[config.mk]
export PLATFORM = sky130hd
export DESIGN_NAME = fb_output_capture
export DESIGN_NICKNAME = d
export VERILOG_FILES = /design/src/rtl/fb_capture_pkg.sv /design/src/rtl/fbcap_ram.sv /design/src/rtl/fb_output_capture.sv
export SDC_FILE = /design/constraint.sdc
export NUM_CORES = 1
export LEC_CHECK = 0
export ABC_AREA = 1
export BUFFER_PORTS_ARGS = -buffer_cell sky130_fd_sc_hd__buf_2
export CAP_MARGIN = 40
export CORE_ASPECT_RATIO = 1.1
export CORE_MARGIN = 2
export CORE_UTILIZATION = 45
export CTS_BUF_LIST = sky130_fd_sc_hd__clkbuf_4 sky130_fd_sc_hd__clkbuf_8 sky130_fd_sc_hd__clkbuf_16
export DETAILED_ROUTE_END_ITERATION = 16
export GPL_TIMING_DRIVEN = 0
export MAX_ROUTING_LAYER = met4
export SETUP_SLACK_MARGIN = 0.15
export SLEW_MARGIN = 20
export SYNTH_ARGS = -nofsm -noshare
export SYNTH_HDL_FRONTEND = slang
export SYNTH_SLANG_ARGS = --single-unit
[constraint.sdc]
create_clock -name clk -period 7.65 [get_ports clk]
set_input_delay 1.53 -clock clk [delete_from_list [all_inputs] [get_ports clk]]
set_output_delay 1.53 -clock clk [all_outputs]
set_load 0.01 [all_outputs]
[src/rtl/fb_capture_pkg.sv]
// Shared types and constants for the feedback DAC capture buffer.
// Default sample width, FSM state encoding and magnitude saturation limit.
package fb_capture_pkg;

  localparam int FB_DW = 13;

  localparam logic [FB_DW-1:0] DW_MAX_POS = (FB_DW)'((1 << (FB_DW - 1)) - 1);

  typedef enum logic [1:0] {
    ST_IDLE,
    ST_ARMED,
    ST_CAPTURE,
    ST_READOUT
  } fbcap_state_t;

endpackage

[src/rtl/fbcap_ram.sv]
// Simple dual-port sample buffer for the capture block.
// Synchronous write, registered read with a resettable output register.
module fbcap_ram
  import fb_capture_pkg::*;
#(
  parameter int DEPTH = 16,
  parameter int AW    = $clog2(DEPTH),
  parameter int DW    = FB_DW
) (
  input  logic          clk,
  input  logic          rst_n,
  input  logic          we,
  input  logic [AW-1:0] waddr,
  input  logic [DW-1:0] wdata,
  input  logic          re,
  input  logic [AW-1:0] raddr,
  output logic [DW-1:0] rdata
);

  logic [DW-1:0] mem [DEPTH];

  always_ff @(posedge clk) begin
    if (we) mem[waddr] <= wdata;
  end

  always_ff @(posedge clk) begin
    if (!rst_n)  rdata <= '0;
    else if (re) rdata <= mem[raddr];
  end

endmodule

[src/rtl/fb_output_capture.sv]
// Per-pulse capture of the feedback DAC word inside one store_strb window,
// followed by a valid/ready readout of the stored samples.
module fb_output_capture
  import fb_capture_pkg::*;
#(
  parameter int DEPTH = 16,
  parameter int AW    = $clog2(DEPTH),
  parameter int DW    = FB_DW
) (
  input  logic          clk,
  input  logic          rst_n,
  input  logic          arm,
  input  logic          store_strb,
  input  logic          fb_valid,
  input  logic [DW-1:0] fb_sgnl,
  input  logic          oflow,
  output logic          rd_valid,
  input  logic          rd_ready,
  output logic [DW-1:0] rd_data,
  output logic          rd_last,
  output logic          busy,
  output logic          done,
  output logic [AW:0]   sample_count,
  output logic          trunc,
  output logic          oflow_seen,
  output logic [DW-1:0] max_abs
);

  localparam logic [AW:0]   FULL    = (AW+1)'(DEPTH);
  localparam logic [DW-1:0] MAG_MAX = {1'b0, {(DW-1){1'b1}}};
  localparam logic [DW-1:0] MAG_MIN = {1'b1, {(DW-1){1'b0}}};

  fbcap_state_t  state;
  logic          strb_q;
  logic [AW:0]   rd_ptr;
  logic [DW-1:0] mag;
  logic          take;
  logic          wr_en;
  logic          rd_en;
  logic          xfer;

  assign busy  = (state != ST_IDLE);
  assign take  = (state == ST_CAPTURE) && store_strb && fb_valid;
  assign wr_en = take && (sample_count != FULL);
  assign xfer  = rd_valid && rd_ready;
  // Fetch the next word whenever the output register is empty or draining.
  assign rd_en = (state == ST_READOUT) && (rd_ptr != sample_count) &&
                 (!rd_valid || rd_ready);

  // The most negative code has no positive twin; clamp it.
  always_comb begin
    mag = fb_sgnl;
    if (fb_sgnl[DW-1]) mag = (fb_sgnl == MAG_MIN) ? MAG_MAX : -fb_sgnl;
  end

  fbcap_ram #(
    .DEPTH(DEPTH),
    .AW   (AW),
    .DW   (DW)
  ) u_ram (
    .clk  (clk),
    .rst_n(rst_n),
    .we   (wr_en),
    .waddr(sample_count[AW-1:0]),
    .wdata(fb_sgnl),
    .re   (rd_en),
    .raddr(rd_ptr[AW-1:0]),
    .rdata(rd_data)
  );

  always_ff @(posedge clk) begin
    if (!rst_n) begin
      state        <= ST_IDLE;
      strb_q       <= 1'b0;
      rd_ptr       <= '0;
      rd_valid     <= 1'b0;
      rd_last      <= 1'b0;
      done         <= 1'b0;
      sample_count <= '0;
      trunc        <= 1'b0;
      oflow_seen   <= 1'b0;
      max_abs      <= '0;
    end else begin
      strb_q <= store_strb;
      done   <= 1'b0;
      unique case (state)
        ST_IDLE: begin
          if (arm) begin
            state        <= ST_ARMED;
            rd_ptr       <= '0;
            sample_count <= '0;
            trunc        <= 1'b0;
            oflow_seen   <= 1'b0;
            max_abs      <= '0;
          end
        end
        ST_ARMED: begin
          if (store_strb && !strb_q) state <= ST_CAPTURE;
        end
        ST_CAPTURE: begin
          if (wr_en) begin
            sample_count <= sample_count + 1'b1;
            if (mag > max_abs) max_abs <= mag;
          end
          if (take && !wr_en) trunc      <= 1'b1;
          if (oflow)          oflow_seen <= 1'b1;
          if (!store_strb) begin
            state <= ST_READOUT;
            done  <= 1'b1;
          end
        end
        ST_READOUT: begin
          if (rd_en) begin
            rd_valid <= 1'b1;
            rd_last  <= (rd_ptr == sample_count - 1'b1);
            rd_ptr   <= rd_ptr + 1'b1;
          end else if (xfer) begin
            rd_valid <= 1'b0;
            rd_last  <= 1'b0;
          end
          if ((sample_count == '0) || (xfer && rd_last)) state <= ST_IDLE;
        end
        default: state <= ST_IDLE;
      endcase
    end
  end

endmodule

=== After elaboration in Yosys (flattened, before gate mapping) ===
Memories as Yosys holds them, arrays and structs flattened. A register that Yosys moved wholly into a read port is not among the register bits.
Cells that the tools add are included.

* Output and inout bits: 37
* Memory bits (writable): 208
* Register bits after elaboration: 31
* Memories: 1

{| class="wikitable"
|+ Memory list
! memory !! words !! bits a word !! read ports !! clocked after memory_dff !! write ports !! line !! RTL
|-
| u_ram.mem || 16 || 13 || 1 || 1 || 1 || fbcap_ram.sv:20 || <nowiki>logic [DW-1:0] mem [DEPTH];</nowiki>
|}

* Equality and inequality tests: 16
* Multiplexer cells: 27
* Add/sub/neg operators: 4
* Magnitude comparators: 1
* Reductions and logical operators: 29

{| class="wikitable"
|+ Operators by type and width
! cell !! number
|-
| two-way mux 13 bit || 5
|-
| one-hot mux 13 bit (2 select lines) || 1
|-
| one-hot mux 5 bit (2 select lines) || 2
|-
| two-way mux 5 bit || 3
|-
| == test 13 bit, second input constant || 1
|-
| greater-than comparator 13 bit || 1
|-
| negator 13 bit || 1
|-
| != test 2 bit, second input constant || 6
|-
| AND reduction 3 bit || 4
|-
| adder 5 x 1 -> 5 bit, second input constant || 2
|-
| logical AND 1 bit || 9
|-
| two-way mux 1 bit || 9
|-
| two-way mux 2 bit || 4
|-
| one-hot mux 2 bit (4 select lines) || 1
|-
| AND reduction 4 bit || 2
|-
| nonzero test 2 bit || 4
|-
| != test 2 x 1 -> 1 bit, second input constant || 3
|-
| == test 5 bit || 1
|-
| zero test 5 bit || 1
|-
| != test 5 bit || 1
|-
| != test 5 bit, second input constant || 1
|-
| subtractor 5 x 1 -> 5 bit, second input constant || 1
|-
| == test 2 bit, second input constant || 2
|-
| zero test 1 bit || 4
|-
| 5 further kinds || 8
|}

=== Logic depth before layout (Yosys ltp) ===
* Word-level depth: 8
* Mapped depth: 21
* Depth with buffers taken out: 20

=== By module ===
From an unflattened synthesis, not the netlist that was laid out.

* Cell total of the unflattened synthesis: 1,162
* Area, all modules: 11,385.9 um^2

{| class="wikitable"
|+ By module, submodules not included
! module !! cells each !! instances !! sequential area each (um^2) !! area an instance (um^2)
|-
| fbcap_ram || 779 || 1 || 6,506.2 || 8,922.3
|-
| fb_output_capture || 383 || 1 || 620.6 || 2,463.6
|}

=== Least setup slack after synthesis ===
Ideal clock, no wire load.

* Path type: input to register
* From: input port fb_sgnl[1]
* To: register max_abs[10]
* Stages on the path: 20
* Library setup time: 68 ps
* Setup slack: 3,979 ps
* Arrival: 3,603 ps
* Cells stage by stage: inv_1 -> ha_1 -> inv_1 -> nor3_2 -> nand3_2 -> inv_1 -> nand2_1 -> buf_6 -> nand3_1 -> ha_1 -> nand2_1 -> inv_1 -> nand2_1 -> nand2_1 -> a21oi_1 -> nand2_1 -> nand2_2 -> buf_6 -> nand3_1 -> a21oi_2

* Word-level cells in the longest chain between the ends: 6
* Elaborated cells on any way between the ends: 10
* Classes of those cells: 1 x add/sub; 1 x order compare; 2 x eq/ne; 5 x mux; 1 x reduce/logical

{| class="wikitable"
|+ RTL lines
! item !! line !! RTL
|-
| start, declared || fb_output_capture.sv:15 || <nowiki>input logic [DW-1:0] fb_sgnl,</nowiki>
|-
| negator 13 bit or == test 13 bit (tied branches) || fb_output_capture.sv:53 || <nowiki>if (fb_sgnl[DW-1]) mag = (fb_sgnl == MAG_MIN) ? MAG_MAX : -fb_sgnl;</nowiki>
|-
| two-way mux 13 bit || fb_output_capture.sv:53 ||
|-
| two-way mux 13 bit * || fb_output_capture.sv:53 ||
|-
| greater-than comparator 13 bit or two-way mux 13 bit (tied branches) || fb_output_capture.sv:103 || <nowiki>if (mag > max_abs) max_abs <= mag;</nowiki>
|-
| != test 2 x 1 -> 1 bit (no source line) or two-way mux 13 bit (tied branches) || -- ||
|-
| AND reduction 4 bit (no source line) or one-hot mux 13 bit (2 select lines) (tied branches) || -- ||
|-
| end signal, assigned || fb_output_capture.sv:103 ||
|-
| end, declared || fb_output_capture.sv:26 || <nowiki>output logic [DW-1:0] max_abs</nowiki>
|}

Mark *: on every way between the ends. The rest lies on a longest branch, timed or not. The select of a mux whose other input is x is not followed.
A chain may end at the register's enable or synchronous reset.

=== Worst setup path after layout ===
* From: input port fb_sgnl[0]
* To: register max_abs[3]

The elaborated chain is that of the path after synthesis.

==> qor.yml <==
synth:
  synth.largest_area_cell: "edfxtp_1"
  synth.top_cells.by_area: "edfxtp_1, dfxtp_1, nor2_1"
  netlist_instances: 1058
  synth_top_area_share_pct: 56.6
  ys.flop_type: "edfxtp_1"
  synth_commonest_cells: "nor2_1, edfxtp_1, o21ai_0"
  share_of_flip_flops_with_an_asynchronous_set_or_reset_pct: 0
  syn_area_sq_um: 11000
  synth_area_per_cell_sq_um: 10.4
  yosys.cell_count.top_type: "nor2_1"
  synth_edf_count: 208
  mappedNetlistNets: 1102
  share_of_the_yosys_chip_area_belonging_to_registers_pct: 64.6
  yosysUniqueCellTypes: 39
  synth-seq-cells: 252
  synth.yosys.warnings: 0
hold_path:
  holdPathStages: 2
  worst_hold_path_type: "flip-flop to flip-flop"
  worstHoldStart: "max_abs[12]"
  holdPathEnd: "max_abs[12]"
global_route:
  top_usage_layer: "met2"
  wire_length_of_the_first_global_routing_pass_microns: 44000
  grt_pass1_vias: 7607
  met2_usage_grt_pct: 38.0
  globalRouteMet1Util_pct: 30.0
  grt_usage_pct: 23.0
  grt-ovfl-total: 0
  global_route.usage.met3_pct: 2.96
  antenna_found_initial: 0
  grt_max_degree: 24
floorplanning:
  std_cell_rows: 60
  die-height_microns: 168
  die-width_microns: 153
  placeableCoreArea_sq_um: 24200
  die-area_sq_um: 25800
  floorplan.io_pins: 57
  start_util_pct: 45.5
power_and_ir_drop:
  p_sw_share_pct: 32.7
  peakVddDrop_mv: 0.228
  p_seq_share_pct: 37.9
  internal_power_w: 0.00276
  share_of_power_burned_in_the_clock_network_pct: 34.0
  comb_power_share_pct: 28.1
  pwr_density_cell_nw_per_um2: 320
  leakagePower_nw: 4.72
  total_switching_power_w: 0.00134
timing:
  fin_worst_skew_ns: 0.0262
  slew_headroom_pct: 45.8
  finalMaxSlewViolations: 0
  final_hold_viol_count: 0
  setup_viol: 0
  crit_share_post_route_pct: 49.7
  timing.final.crit_period_ns: 3.80
  totalNegativeSetupSlack_ns: 0
  max_freq_ghz: 0.263
  worstMarginPinSlew_ns: 0.812
  rsz0062_at_grt: "no"
drt:
  post-route-drc-count: 0
  detail_route.vias_per_cell: 5.42
  drt_first_iter_violations: 606
  route.detailed.wl_per_inst_microns: 19.6
  postRouteWirelength_microns: 29100
  first_pass_iters: 5
  detailroute.via_count: 8032
  ant_nets: 0
run:
  cap_viol_max_count: 0
clocking:
  worst_setup_hold_path_clk_slew_ns: 0.06
  cts_buffers: 26
  cts.hold.buffers_added: 0
  h_tree_levels: 1
  clock_tree.root_cell: "clkbuf_16"
  postCtsSetupRepairBufs: 0
  clock_tree.buffer_depth: 3
  cts_tree: "done"
  clk_latency_ns: 0.55
  cts.sink_count: 252
  cts.repair.resized: 0
run_status:
  outcome: "finished, final reports clean"
cells_and_area:
  layout-area-overhead-vs-synth_pct: 16.2
  num_antenna_cells: 0
  final-seq-area_sq_um: 7130
  post_layout_nonfiller_instances: 1483
  post-route-cell-area_sq_um: 12800
  post-route-util_pct: 52.9
  finish.net_count: 1197
  multi_input_comb_area_sq_um: 3400
  fillerInstances: 2172
  post_route_cells_drive_above_1_share_pct: 14.7
place:
  place_area_sq_um: 11800
  gp_routability_congestion: 0.841
  port-buffer-count: 55
  place_hpwl_microns: 19200
  dp.cells: 1431
worst_setup_path:
  r2r_slack_ns: 5.20
  worstSetupStartpointType: "input pin"
  end_kind: "flip-flop"
  crit_start: "fb_sgnl[0]"
  arrival_ns: 4.26
  worst_ep_required_time_ns: 8.11
  r2r-start: "state[0]"
  rr_endpoint: "u_ram.mem[6][3]"
  critical_path_class: "input pin to flip-flop"
  critical_path.max_fanout: 18
  ff2ff_path_depth: 9
## critical path, cell delays in order
cell	delay, ns
buf_2	0.37
inv_1	0.12
ha_1	0.21
inv_1	0.08
nor3_2	0.06
nand3_2	0.11
inv_1	0.04
nand2_1	0.11
buf_6	0.16
nand3_1	0.12
ha_1	0.31
nand2_1	0.09
inv_1	0.04
nand2_1	0.05
nand2_1	0.05
a21oi_1	0.25
nand2_1	0.10
nand2_2	0.10
buf_6	0.15
nand3_1	0.09
a21oi_2	0.12
## placed cells by master (no fill, tap or decap), types with 6 or more instances in the layout
cell type	synthesis	layout
edfxtp_1	208	208
nor2_1	210	200
o21ai_0	136	136
nand2_1	134	134
buf_2	15	70
inv_1	64	64
nand3_1	56	56
dfxtp_1	44	44
o22ai_1	39	39
a21oi_1	27	27
clkbuf_1	26	26
clkbuf_16	0	26
ha_1	24	24
buf_6	7	15
o21ai_1	14	14
nor2_2	1	11
buf_4	4	7
clkinv_1	1	6
nand2_2	6	6
xnor2_1	6	6
bufinv_16	0	6
clkbuf_4	0	6
## how the worst max path moves through the flow
stage                  endpoint  slack, ns  cells past startpoint
floorplan           max_abs[10]       3.98                     20
global placement     max_abs[3]       3.36                     20
detailed placement  max_abs[11]       3.31                     21
CTS                  max_abs[3]       3.85                     21
global route         max_abs[8]       3.48                     21
finish               max_abs[3]       3.85                     21
## cell families after synthesis
kind of cell	Yosys count	synth area share, %
adders and majority gates	24	2.72
xor gates and xnor gates	10	0.794
and+or+nand+nor	426	16.0
buffers and inverters	121	4.92
AOI/OAI and AO/OA	224	11.0
other	1	0.0340
DFF	252	64.6
## state kept, by name, indices dropped and copies added, names as in the netlist
name          flops
state             2
max_abs          13
trunc             1
rd_ptr            5
u_ram.mem       208
rd_last           1
strb_q            1
sample_count      5
rd_valid          1
u_ram.rdata      13
done              1
oflow_seen        1
## power groups by stage
stage	clock [W]	sequential (W)	combinational, W
2_1_floorplan	0	0.00159	0.000744
3_3_place_gp	0	0.00158	0.00112
3_5_place_dp	0	0.00158	0.00114
4_1_cts	0.00141	0.00155	0.00114
5_1_grt	0.00146	0.00156	0.00128
6_report	0.00139	0.00155	0.00115
## routing by layer
layer,part of all wire (%),routed length (microns)
met1,42,12300
met5,0,0
met4,2.7,777
met3,6.4,1870
met2,48,14100
## stage by stage
| step | hold WS [ns] | worst slack [ns] | power, W |
|---|---|---|---|
| 2_1_floorplan | 0.477 | 3.98 | 0.00233 |
| 3_3_place_gp | 0.449 | 3.36 | 0.00271 |
| 3_5_place_dp | 0.463 | 3.31 | 0.00272 |
| 4_1_cts | 0.473 | 3.85 | 0.00411 |
| 5_1_grt | 0.510 | 3.48 | 0.00430 |
| 6_report | 0.467 | 3.85 | 0.00410 |
## layout make-up
type                       instances  share of cell area [%]
tap                              310                    3.03
inverter                          68                    2.01
sequential                       252                    55.6
clock buffer                      35                    5.75
multi-input combinational        685                    26.5
timing repair buffer              67                    3.14
clock inverter                    13                    1.72
buffer                            53                    2.23
Power figures use the tool's default switching activity.
